File: config.mk
export PLATFORM = sky130hd
export DESIGN_NAME = benes_switch_stage
export DESIGN_NICKNAME = d
export VERILOG_FILES = /design/src/rtl/benes_switch_stage_pkg.sv /design/src/rtl/benes_switch_stage_delay.sv /design/src/rtl/benes_switch_stage.sv
export SDC_FILE = /design/constraint.sdc
export NUM_CORES = 1
export LEC_CHECK = 0
export ABC_AREA = 1
export CAP_MARGIN = 30
export CORE_AREA = 2 2 404 406
export CTS_BUF_LIST = sky130_fd_sc_hd__clkbuf_8 sky130_fd_sc_hd__clkbuf_16
export DETAILED_ROUTE_END_ITERATION = 10
export DIE_AREA = 0 0 406 408
export GPL_TIMING_DRIVEN = 1
export PLACE_DENSITY = 0.43
export SLEW_MARGIN = 25
export SYNTH_ARGS = -nofsm -noshare
export SYNTH_HDL_FRONTEND = slang
export SYNTH_SLANG_ARGS = --single-unit
File: constraint.sdc
create_clock -name clk -period 0.9 [get_ports clk]
set_input_delay 0.18 -clock clk [delete_from_list [all_inputs] [get_ports clk]]
set_output_delay 0.18 -clock clk [all_outputs]
set_load 0.02 [all_outputs]
File: src/rtl/benes_switch_stage_pkg.sv
// Shared types for the FHE ALU interconnect.
// Benes column state, lane vector type and default lane count.
package FHE_ALU_PKG;

  localparam int FSIZE = 64;
  localparam int BENES_STAGE_LANES_DEFAULT = 8;

  typedef enum logic {
    IDLE  = 1'b0,
    FRAME = 1'b1
  } benes_state_t;

  typedef logic [BENES_STAGE_LANES_DEFAULT-1:0][FSIZE-1:0] lane_vec_t;

endpackage

File: src/rtl/benes_switch_stage_delay.sv
// Fixed-depth register chain carrying {valid, last, data}.
// Cleared by synchronous active-high rst.
module benes_stage_delay #(
  parameter int W     = 64,
  parameter int DEPTH = 1
) (
  input  logic         clk,
  input  logic         rst,
  input  logic         in_valid,
  input  logic         in_last,
  input  logic [W-1:0] in_data,
  output logic         out_valid,
  output logic         out_last,
  output logic [W-1:0] out_data
);

  logic [DEPTH-1:0]        v_q;
  logic [DEPTH-1:0]        l_q;
  logic [DEPTH-1:0][W-1:0] d_q;

  // shift valid, last and data together one stage per cycle
  always_ff @(posedge clk) begin
    if (rst) begin
      v_q <= '0;
      l_q <= '0;
      d_q <= '0;
    end else begin
      v_q[0] <= in_valid;
      l_q[0] <= in_last;
      d_q[0] <= in_data;
      for (int i = 1; i < DEPTH; i++) begin
        v_q[i] <= v_q[i-1];
        l_q[i] <= l_q[i-1];
        d_q[i] <= d_q[i-1];
      end
    end
  end

  assign out_valid = v_q[DEPTH-1];
  assign out_last  = l_q[DEPTH-1];
  assign out_data  = d_q[DEPTH-1];

endmodule

File: src/rtl/benes_switch_stage.sv
// One column of 2x2 Benes switches, double-buffered config.
// Optional counters under BENES_STAGE_STATS_EN.
module benes_switch_stage
  import FHE_ALU_PKG::*;
#(
  parameter int DATA_SIZE  = FSIZE,
  parameter int LANES      = BENES_STAGE_LANES_DEFAULT,
  parameter int OUT_CYCLES = 1
) (
  input  logic                       clk,
  input  logic                       rst,
  input  logic                       in_valid,
  input  logic                       in_last,
  input  logic [LANES*DATA_SIZE-1:0] in_data,
  input  logic                       cfg_wr_en,
  input  logic [LANES/2-1:0]         cfg_wr_data,
  input  logic                       cfg_commit,
  output logic                       cfg_busy,
`ifdef BENES_STAGE_STATS_EN
  output logic [31:0]                stat_beats,
  output logic [15:0]                stat_frames,
  output logic [7:0]                 stat_cfg_applies,
`endif
  output logic                       out_valid,
  output logic                       out_last,
  output logic [LANES*DATA_SIZE-1:0] out_data
);

  localparam int NSW = LANES / 2;

  benes_state_t   state_q;
  logic [NSW-1:0] shadow_q;
  logic [NSW-1:0] active_q;
  logic           pending_q;
  logic           apply;

  logic [LANES-1:0][DATA_SIZE-1:0] in_v;
  logic [LANES-1:0][DATA_SIZE-1:0] sw_v;
  logic [LANES*DATA_SIZE-1:0]      stage_d;

  assign in_v = in_data;

  // apply at an idle gap or on the closing beat of a frame
  assign apply = pending_q &
                 ((state_q == IDLE & ~in_valid) |
                  (in_valid & in_last));

  // frame tracking
  always_ff @(posedge clk) begin
    if (rst) begin
      state_q <= IDLE;
    end else if (in_valid) begin
      state_q <= in_last ? IDLE : FRAME;
    end
  end

  // shadow/active config and pending commit
  always_ff @(posedge clk) begin
    if (rst) begin
      shadow_q  <= '0;
      active_q  <= '0;
      pending_q <= 1'b0;
    end else begin
      if (cfg_wr_en)
        shadow_q <= cfg_wr_data;
      if (apply)
        active_q <= shadow_q;
      if (cfg_commit)
        pending_q <= 1'b1;
      else if (apply)
        pending_q <= 1'b0;
    end
  end

  assign cfg_busy = pending_q;

  // switch network, steered by the current active config
  always_comb begin
    sw_v = '0;
    for (int i = 0; i < NSW; i++) begin
      if (active_q[i]) begin
        sw_v[2*i]   = in_v[2*i+1];
        sw_v[2*i+1] = in_v[2*i];
      end else begin
        sw_v[2*i]   = in_v[2*i];
        sw_v[2*i+1] = in_v[2*i+1];
      end
    end
  end

  assign stage_d = in_valid ? sw_v : '0;

  benes_stage_delay #(
    .W     (LANES*DATA_SIZE),
    .DEPTH (OUT_CYCLES)
  ) u_delay (
    .clk       (clk),
    .rst       (rst),
    .in_valid  (in_valid),
    .in_last   (in_valid & in_last),
    .in_data   (stage_d),
    .out_valid (out_valid),
    .out_last  (out_last),
    .out_data  (out_data)
  );

`ifdef BENES_STAGE_STATS_EN
  logic [31:0] beats_q;
  logic [15:0] frames_q;
  logic [7:0]  applies_q;

  // beat/frame counters wrap, apply counter saturates
  always_ff @(posedge clk) begin
    if (rst) begin
      beats_q   <= '0;
      frames_q  <= '0;
      applies_q <= '0;
    end else begin
      if (in_valid)
        beats_q <= beats_q + 32'd1;
      if (in_valid & in_last)
        frames_q <= frames_q + 16'd1;
      if (apply & (applies_q != 8'hFF))
        applies_q <= applies_q + 8'd1;
    end
  end

  assign stat_beats       = beats_q;
  assign stat_frames      = frames_q;
  assign stat_cfg_applies = applies_q;
`endif

endmodule

==> impl_metrics.tcl <==
set metrics [dict create \
    yosys_warnings 0 \
    finalSetupViolCount 1032 \
    arrival_ns 1.30 \
    max-cap-violations 0 \
    drt-initial-drc-count 1021 \
    fin_total_pwr_mw 68.2 \
    worst_path_dominant_cell_family "flip-flops" \
    slew_at_the_pin_closest_to_its_max_slew_limit_ns 0.335 \
    reg2reg_from "active_q[2]" \
    pwr-share-seq_pct 37.2 \
    leakagePower_nw 16.6 \
    num_rows 148 \
    number_of_global_route_vias_before_repair 19500 \
    area_of_the_mapped_netlist_um2 18300 \
    wl_per_cell_um 20.0 \
    crit_path_max_fanout 1 \
    grt_start_max_net_pins 46 \
    failed_checks "setup timing" \
    hold_viol 0 \
    r2r-end "u_delay.out_data[282]" \
    timing.critical_path.slowest_cell_delay_ns 0.48 \
    routed_wl_um 114000 \
    syn-instance-count 2272 \
    slew_headroom_pct 77.7 \
    cts.path.max_buffers 3 \
    finalHoldWorstSlack_ns 0.0978 \
    fmax_mhz 673 \
    area_delta_synth_final_pct 116 \
    hpwl_um 82500 \
    worstPathRequired_ns 0.72 \
    dr_total_vias 20400 \
    io_pins 1037 \
    vias_per_instance 3.58 \
    rsz_0062_raised_after_global_routing "true" \
    die_area_um2 166000 \
    drive_gt1_share_pct 47.0 \
    worstHoldEndpoint "u_delay.out_data[360]" \
    gp_routability_congestion 0.846 \
    cts_root_buf "sky130_fd_sc_hd__clkbuf_16" \
    ys_seq_elements 524 \
    min-delay-start "in_data[360]" \
    cellPowerDensity_nw_per_um2 1730 \
    ctsHtreeMaxLevel 3 \
    worst-path-stages 1 \
    cts_made_buffers 73 \
    clkSlewWorstSetupHoldPaths_ns 0.06 \
    grt_first_pass_wirelength_um 146000 \
    globalRoute.totalOverflow 0 \
    cp.buffers_inverters 1 \
    critPathLaunchType "flop" \
    share_clk_of_total_power_pct 41.6 \
    floorplan.die.width_um 406 \
    grt_use_total_pct 12.3 \
    fp.coreArea_um2 162000 \
    worst_ir_drop_vdd_v 0.00128 \
    cts_tree "built" \
    critical-path-slowest-cell "sky130_fd_sc_hd__dfxtp_4" \
    path_cells "buf_12" \
    pre_cts_slack_ns -0.978 \
    synth.lib_cells_used.distinct 13 \
    cts_num_sinks 524 \
    internal_power_mw 48.2 \
    port_buffers 1036 \
    switchingPower_mw 20.0 \
    drc_errors 0 \
    placed_instances 5473 \
    die-height_um 408 \
    final-instance-count-excl-fill 5705 \
    initial_utilization_pct 11.3 \
    final_setup_slack_of_the_worst_path_ns -0.585 \
    ys_seq_area_share_pct 57.5 \
    period_needed_ns 1.48 \
    status "finished, violations left" \
    length_of_the_first_detailed_routing_pass_in_iterations 5 \
    grt_antenna_before_repair 20 \
    insertion_delay_ns 0.66 \
    holdCritPathClass "input pin to flop" \
    ant_nets 0 \
    final_design_area_no_fill_um2 39500 \
    nets 3990 \
    fin_crit_sh_pct 165 \
    critPathKind "flop to output port" \
    largest_clock_skew_in_the_final_design_ns 0.0160 \
    power.share.switching_pct 29.4 \
    post_synth.cell_area_avg_um2 8.03 \
    worst-r2r-cell-count 7 \
    worst_setup_path_end_kind "output port" \
    final-max-slew-violation-count 0 \
    min_delay_path_depth 3 \
    syn_nets 2794 \
    r2r_slack_ns -0.41 \
    p_comb_share_pct 21.2 \
    postPlaceCellArea_um2 32200 \
]
cell type report:
cell class,instances,area [um^2]
inverter,11,100
timing repair inverter,1,11.3
timing repair buffer,1289,15200
tap,2175,2720
fill,17500,122000
clock inverter,48,342
multi-input combinational,1568,7920
antenna,9,22.5
clock buffer,80,1930
sequential,524,11200
state kept, by name, indices dropped and copies added (netlist names):
signal             cells
u_delay.out_last       1
u_delay.out_data     512
u_delay.out_valid      1
cfg_busy               1
active_q               4
state_q                1
shadow_q               4
cell usage after synthesis (all sizes together):
cell,count,area (um^2)
a21oi,520,2600
buf,164,1150
clkbuf,5,18.8
dfxtp,524,10500
inv,11,41.3
nand2,1033,3880
nand3,4,20.0
nor2,6,22.5
o21ai,5,28.8
routing by layer:
layer	GRT usage [%]	routed length (um)	vias to the layer above
met1	14.2	46300	9717
met3	4.06	9450	150
met5	0	46	-
met4	4.78	3420	6
met2	20.8	55100	812
li1	-	-	9741
logic make-up (layout without fill, tap and decap cells):
kind of cell           count (synthesis)  in the layout  synth area share, %
other                                  0              9                    0
buffers and inverters                180           1429                 6.61
AOI/OAI and AO/OA                    525            525                 14.4
DFF                                  524            524                 57.5
and+or+nand+nor                     1043           1043                 21.5
cell usage in the layout, fill, tap and decap left out, types with 5 or more instances in the layout:
cell type / count
sky130_fd_sc_hd__dfxtp_4: 25
sky130_fd_sc_hd__dfxtp_2: 494
sky130_fd_sc_hd__nand2_1: 893
sky130_fd_sc_hd__nand2_4: 98
sky130_fd_sc_hd__buf_4: 107
sky130_fd_sc_hd__buf_6: 485
sky130_fd_sc_hd__a21oi_4: 10
sky130_fd_sc_hd__inv_1: 29
sky130_fd_sc_hd__buf_8: 21
sky130_fd_sc_hd__clkinv_2: 8
sky130_fd_sc_hd__nand2_2: 41
sky130_fd_sc_hd__inv_6: 5
sky130_fd_sc_hd__clkbuf_16: 111
sky130_fd_sc_hd__a21oi_2: 108
sky130_fd_sc_hd__clkbuf_8: 6
sky130_fd_sc_hd__diode_2: 9
sky130_fd_sc_hd__buf_16: 13
sky130_fd_sc_hd__buf_12: 101
sky130_fd_sc_hd__clkdlybuf4s50_1: 521
sky130_fd_sc_hd__nor2_1: 6
sky130_fd_sc_hd__dfxtp_1: 5
sky130_fd_sc_hd__a21oi_1: 402
power by group through the flow:
stage | clock (mW) | combinational [mW] | sequential (mW)
6_report | 28.4 | 14.5 | 25.4
3_3_place_gp | 0 | 11.7 | 25.5
3_5_place_dp | 0 | 11.7 | 25.5
5_1_grt | 30.5 | 15.4 | 25.5
4_1_cts | 29.7 | 12.5 | 25.4
2_1_floorplan | 0 | 3.13 | 26.7
repair_timing:
action	CTS	global route
buffers inserted	20	35
hold buffers	1	0
pin swaps	2	72
gates resized for setup	2975	480
hold endpoints to repair	1	0
endpoints found under the setup margin	1031	1032
gates cloned	7	43
through the flow:
step / utilization, % / setup TNS, ns
floorplan: - / -7.94
global placement: 19.9 / -433.56
detailed placement: 19.9 / -438.85
CTS: 22.5 / -391.77
global route: 24.4 / -405.81
finish: 24.4 / -335.06
worst max-delay path by stage:
stage                                startpoint                     to  slack (ns)
after floorplan                     active_q[0]  u_delay.out_data[119]       -0.03
after global placement                 in_valid  u_delay.out_data[391]       -0.99
after detailed placement               in_valid  u_delay.out_data[391]       -0.98
after CTS                 u_delay.out_data[125]          out_data[125]       -0.70
after global routing      u_delay.out_data[127]          out_data[127]       -0.65
final                     u_delay.out_data[125]          out_data[125]       -0.58
(Power assumes the default switching activity.)
